$ cat src/rtl/bus_demux4.sv
// Single-master to four-slave bus demultiplexer. m_addr[31:30] picks the slave, and a
// per-transaction wait counter turns a missing acknowledge into an error response.
module bus_demux4 #(
    parameter int TIMEOUT = 15
) (
    input  logic        clk,
    input  logic        rst_n,
    input  logic        m_req,
    input  logic        m_we,
    input  logic [31:0] m_addr,
    input  logic [31:0] m_wdata,
    output logic [31:0] m_rdata,
    output logic        m_ack,
    output logic        m_err,
    output logic [3:0]  s_sel,
    output logic        s_we,
    output logic [31:0] s_addr,
    output logic [31:0] s_wdata,
    input  logic [31:0] s_rdata0,
    input  logic [31:0] s_rdata1,
    input  logic [31:0] s_rdata2,
    input  logic [31:0] s_rdata3,
    input  logic [3:0]  s_ack
);

    typedef enum logic [1:0] {
        IDLE,
        ACCESS,
        DONE
    } state_t;

    localparam logic [7:0] CNT_MAX  = 8'(TIMEOUT);
    localparam logic [7:0] CNT_LAST = 8'(TIMEOUT - 1);

    state_t      r_state;
    state_t      w_next;
    logic [1:0]  r_idx;
    logic [7:0]  r_cnt;
    logic        r_we;
    logic [31:0] r_addr;
    logic [31:0] r_wdata;
    logic [31:0] r_rdata;
    logic [3:0]  r_sel;
    logic        r_ack;
    logic        r_err;
    logic        w_hit;
    logic        w_timeout;
    logic [31:0] w_slave_rdata;

    // Only the addressed slave's acknowledge and data are ever looked at.
    always_comb begin
        w_hit         = s_ack[r_idx];
        w_timeout     = (r_cnt >= CNT_LAST);
        w_slave_rdata = s_rdata0;
        case (r_idx)
            2'd0:    w_slave_rdata = s_rdata0;
            2'd1:    w_slave_rdata = s_rdata1;
            2'd2:    w_slave_rdata = s_rdata2;
            default: w_slave_rdata = s_rdata3;
        endcase
    end

    always_comb begin
        w_next = r_state;
        case (r_state)
            IDLE:    if (m_req) w_next = ACCESS;
            ACCESS:  if (w_hit || w_timeout) w_next = DONE;
            DONE:    w_next = IDLE;
            default: w_next = IDLE;
        endcase
    end

    always_ff @(posedge clk) begin
        if (!rst_n) r_state <= IDLE;
        else        r_state <= w_next;
    end

    // An ack in the final ACCESS cycle is checked before the timeout, so it wins.
    always_ff @(posedge clk) begin
        if (!rst_n) begin
            r_idx   <= 2'd0;
            r_cnt   <= 8'd0;
            r_we    <= 1'b0;
            r_addr  <= 32'h0;
            r_wdata <= 32'h0;
            r_rdata <= 32'h0;
            r_sel   <= 4'b0000;
            r_ack   <= 1'b0;
            r_err   <= 1'b0;
        end else begin
            r_ack <= 1'b0;
            r_err <= 1'b0;
            case (r_state)
                IDLE: begin
                    r_sel <= 4'b0000;
                    if (m_req) begin
                        r_we    <= m_we;
                        r_addr  <= m_addr;
                        r_wdata <= m_wdata;
                        r_idx   <= m_addr[31:30];
                        r_cnt   <= 8'd0;
                        r_sel   <= 4'b0001 << m_addr[31:30];
                    end
                end
                ACCESS: begin
                    if (r_cnt < CNT_MAX) r_cnt <= r_cnt + 8'd1;
                    if (w_hit) begin
                        if (!r_we) r_rdata <= w_slave_rdata;
                        r_sel <= 4'b0000;
                        r_ack <= 1'b1;
                    end else if (w_timeout) begin
                        r_rdata <= 32'h0;
                        r_sel   <= 4'b0000;
                        r_ack   <= 1'b1;
                        r_err   <= 1'b1;
                    end
                end
                default: begin
                    r_sel <= 4'b0000;
                end
            endcase
        end
    end

    assign m_rdata = r_rdata;
    assign m_ack   = r_ack;
    assign m_err   = r_err;
    assign s_sel   = r_sel;
    assign s_we    = r_we;
    assign s_addr  = r_addr;
    assign s_wdata = r_wdata;

endmodule
$ cat config.mk
export PLATFORM = sky130hd
export DESIGN_NAME = bus_demux4
export DESIGN_NICKNAME = d
export VERILOG_FILES = /design/src/rtl/bus_demux4.sv
export SDC_FILE = /design/constraint.sdc
export NUM_CORES = 1
export LEC_CHECK = 0
export CAP_MARGIN = 20
export CORE_MARGIN = 3
export CORE_UTILIZATION = 25
export CTS_CLUSTER_DIAMETER = 80
export DETAILED_ROUTE_END_ITERATION = 8
export GPL_ROUTABILITY_DRIVEN = 0
export SETUP_SLACK_MARGIN = 0.3
export SLEW_MARGIN = 20
export SYNTH_ARGS = -nofsm -noshare
export SYNTH_HDL_FRONTEND = slang
export SYNTH_SLANG_ARGS = --single-unit
$ cat constraint.sdc
create_clock -name clk -period 3 [get_ports clk]
set_input_delay 0.6 -clock clk [delete_from_list [all_inputs] [get_ports clk]]
set_output_delay 0.6 -clock clk [all_outputs]
set_load 0.03 [all_outputs]
# After elaboration in Yosys (flattened, before gate mapping)
# Index checks and enable logic that the tools add are counted.
# Widths: inputs -> output; s select.
dict set report word_totals {
  regBits 115
  inputBits 200
  out_inout_bits 103
}
dict set report op_classes {
  addsub 1
  magnitude_cmp 3
  eq_ne 8
  shifts 1
  mux 18
  n_bitwise 2
  n_reduce_logical 11
}
# operator count
set ops {}
lappend ops {{$mux 32} 3}
lappend ops {{$pmux 32 s3} 1}
lappend ops {{$mux 8} 2}
lappend ops {{$pmux 8 s2} 1}
lappend ops {{$mux 4} 3}
lappend ops {{$add 8x1->8 const B} 1}
lappend ops {{$ge 8x4->1 const B} 1}
lappend ops {{$lt 8x4->1 const B} 1}
lappend ops {{$ne 2x2->1 const B} 4}
lappend ops {{$pmux 4 s2} 1}
lappend ops {{$reduce_and 2->1} 3}
lappend ops {{$reduce_and 3->1} 2}
lappend ops {{$eq 2x1->1 const B} 2}
lappend ops {{$logic_not 2->1} 2}
lappend ops {{$mux 2} 2}
lappend ops {{$pmux 2 s2} 1}
lappend ops {{$reduce_bool 2->1} 2}
lappend ops {{$shl 1x2->4 const A} 1}
lappend ops {{$lt 2x3->1 const B} 1}
lappend ops {{$mux 1} 3}
lappend ops {{$ne 3x3->1 const B} 1}
lappend ops {{$reduce_or 3->1} 1}
lappend ops {{$bmux 1 s2} 1}
lappend ops {{$eq 2x2->1 const B} 1}
lappend ops {{2 further kinds} 3}

# Logic depth before layout (Yosys ltp)
dict set report depth {
  depth_word 5
  depth_mapped 7
}

# Worst setup path before layout
# Ideal clock, no wire load.
dict set report synth_timing {
  kind {register -> register}
  startpoint {register r_idx[0]}
  endpoint {register r_rdata[0], in the netlist m_rdata[0]}
  setup_time_ns 0.120
  t_arrival_ns 1.902
  setup_slack_ns 0.978
  path_stages_with_launch 7
  path_buffers 2
  path_cell_list {dfxtp_1 buf_6 mux4_2 nor3_4 nor3_4 buf_6 mux2i_1}
}
dict set report synth_between {
  elab_chain_len 4
}
# element line_no
set synth_lines {}
lappend synth_lines {{start, declared} 37} ;# logic [1:0] r_idx;
lappend synth_lines {{start signal, assigned} 100} ;# r_idx <= m_addr[31:30];
lappend synth_lines {{$bmux 1 s2, or another cell as far along} 52} ;# w_hit = s_ack[r_idx];
lappend synth_lines {{$mux 1 (not written as such) or $pmux 32 s3 (tied branches)} {52, 55}}
lappend synth_lines {{$ne 2x2->1 (no source line), or another cell as far along} -}
lappend synth_lines {{$reduce_and 3->1 (no source line) or $mux 32 (tied branches)} -}
lappend synth_lines {{end signal, assigned} 108} ;# if (!r_we) r_rdata <= w_slave_rdata;
lappend synth_lines {{end, declared} 42} ;# logic [31:0] r_rdata;
# Parallel ways exist; a longest one is shown, timed or not. The select of a mux whose other input is x is not followed.
# A chain may end at the register's enable or synchronous reset.

==> impl_metrics.tcl <==
set metrics [dict create \
    switching_share 0.252 \
    layout.cells.non_filler 1104 \
    fin_crit_sh 0.830 \
    post-place-ws_ps 472 \
    num_io_pins 303 \
    p_seq_frac 0.343 \
    cts_buffers 17 \
    postCtsHoldBufs 0 \
    wl_per_cell_um 16.2 \
    relSlewSlack 0.626 \
    first_global_vias 4805 \
    antenna_cells 0 \
    fp.dieH_um 149 \
    initial_core_util 0.258 \
    layout_common_cells "clkdlybuf4s50_1 (301), nand2_1 (200), dfxtp_1 (111), a21boi_0 (66), mux2i_1 (34)" \
    yosys_warnings 0 \
    synth_top_area_share 0.443 \
    rr_worst_depth 5 \
    finalCriticalPeriod_ps 2490 \
    finalSetupViolations 0 \
    grt_pass1_wl_um 26700 \
    whs_endpoint "m_rdata[7]" \
    path_clk_slew_ps 60 \
    slew_violations 0 \
    yosysSeqAreaShare 0.443 \
    ys_ff_latch 113 \
    required_ps 2400 \
    power_leakage_uw 0.00323 \
    synth_ff_type "dfxtp_1" \
    syn-num-nets 737 \
    syn_avg_cell_area_sq_um 9.55 \
    clock-root-buffer "clkbuf_16" \
    grt_overflow 0 \
    worst_slack_ps 510 \
    p_int_uw 3550 \
    synth_edf_count 0 \
    die_w_um 149 \
    cp-start-kind "register" \
    cts_setup_buffers 0 \
    die_area_sq_mm 0.0222 \
    hp-class "register to register" \
    antenna_found_initial 1 \
    grt_max_degree 68 \
    hold_viol_final 0 \
    clock_path_buffers 2 \
    syn_to_final_growth_pct 76.5 \
    reg2reg_to "m_rdata[31]" \
    cts_tree "done" \
    drt-initial-drc-count 158 \
    ir_drop_mv 0.384 \
    clock_skew_ps 9.59 \
    dp_cells 1072 \
    core.rowCount 51 \
    nFillCells 1914 \
    insertion_delay_ps 410 \
    routed_via_density 4.33 \
    cp_max_fo 21 \
    io_buffers 302 \
    r2r_start "r_idx[1]" \
    placed_cell_area_sq_mm 0.00839 \
    min_path_cells 2 \
    cts.sinks 113 \
    vias 4779 \
    hold_start "m_rdata[7]" \
    cts_max_level 4 \
    dp_hpwl_um 13200 \
    combPwrFrac 0.200 \
    p_clk_frac 0.457 \
    core_sq_mm 0.0198 \
    final_cell_area_sq_mm 0.00902 \
    synth.largest_area_cell "dfxtp_1" \
    post_cts_resized 0 \
    async_flop_share 0 \
    tns_ps 0 \
    wirelength_um 17900 \
    synth_area_leaders "dfxtp_1 (44%), nand2_1 (15%), mux4_2 (15%)" \
    maxCapViolCount 0 \
    syn_area_sq_mm 0.00511 \
    fin_nets 1028 \
    dr.pass1.iters 4 \
    layout_commonest_cell "clkdlybuf4s50_1" \
    final_core_util 0.456 \
    crit_type "register to primary output" \
    ys_types 33 \
    synth_cells 535 \
    run_status "finished, final reports clean" \
    drc 0 \
    fmax_mhz 402 \
    ant_nets 0 \
    r2r_setup_slack_ps 870 \
    p_per_area_mw_per_mm2 526 \
    grt_use_total 0.155 \
    drive_gt1_frac 0.103 \
    rsz0062_at_grt "no" \
    p_switching_uw 1190 \
    setup.worst_path.end_class "primary output" \
    worst_pin_slew_ps 561 \
    crit_arrival_ps 1890 \
]
area by class of cell:
type                            count  area [sq um]  share of cell area
Inverter                            3          11.3             0.00125
Clock inverter                     10           156              0.0173
Timing Repair Buffer              313          3130               0.347
Clock buffer                       22           474              0.0526
Sequential cell                   113          2260               0.251
Multi-Input combinational cell    378          2650               0.294
Tap cell                          265           332              0.0368
per-layer routing:
metal,track usage,part of all wire
met1,0.182,0.41
met2,0.252,0.47
met3,0.0784,0.11
met4,0.0394,0.0088
met5,0,0.00039
Yosys cell counts (3+ instances only):
library cell  number
nand2_1          201
dfxtp_1          113
a21boi_0          66
mux2i_1           34
mux4_2            33
clkbuf_1          32
nor2_1             7
and3_1             4
buf_6              4
o21ai_0            4
and3_2             3
buf_2              3
inv_1              3
worst max-delay path: stages, from the launching register on:
cell,delay [ps]
dfxtp_2,360
buf_4,370
clkdlybuf4s50_1,750
logic make-up after synthesis:
group	synth area share
multiplexers	0.212
flip-flops	0.443
AO/OA/AOI/OAI	0.110
AND/OR/NAND/NOR	0.189
XOR/XNOR	0.00172
buffers and inverters	0.0392
adder cells (fa/ha/maj)	0.00490
power by group through the flow:
stage / registers (uW) / logic, uW / clock network [uW]
after floorplan: 1800 / 319 / 0
after global placement: 1660 / 959 / 0
after detailed placement: 1660 / 957 / 0
after CTS: 1630 / 962 / 2230
after global routing: 1640 / 1020 / 2290
final: 1630 / 946 / 2170
per-stage QoR:
stage          hold WS, ps  power [uW]
3_5_place_dp           449        2620
2_1_floorplan          454        2110
6_report               454        4740
5_1_grt                466        4950
4_1_cts                458        4820
3_3_place_gp           437        2620
registers in the layout (all words and copies together), names as in the netlist:
| register | count |
|---|---|
| s_addr | 30 |
| r_state | 2 |
| m_rdata | 32 |
| r_idx | 2 |
| m_err | 1 |
| s_wdata | 32 |
| s_we | 1 |
| m_ack | 1 |
| s_sel | 4 |
| r_cnt | 8 |
worst max-delay path by stage:
stage / slack, ps / start / endpoint
CTS: 450 / r_idx[0] / s_addr[30]
floorplan: 980 / r_idx[0] / m_rdata[0]
global route: 390 / r_idx[0] / s_addr[30]
finish: 510 / r_idx[0] / s_addr[30]
detailed placement: 470 / s_ack[0] / m_rdata[6]
global placement: 510 / s_ack[3] / m_rdata[11]
No activity file was read; power rests on OpenSTA's default activity.
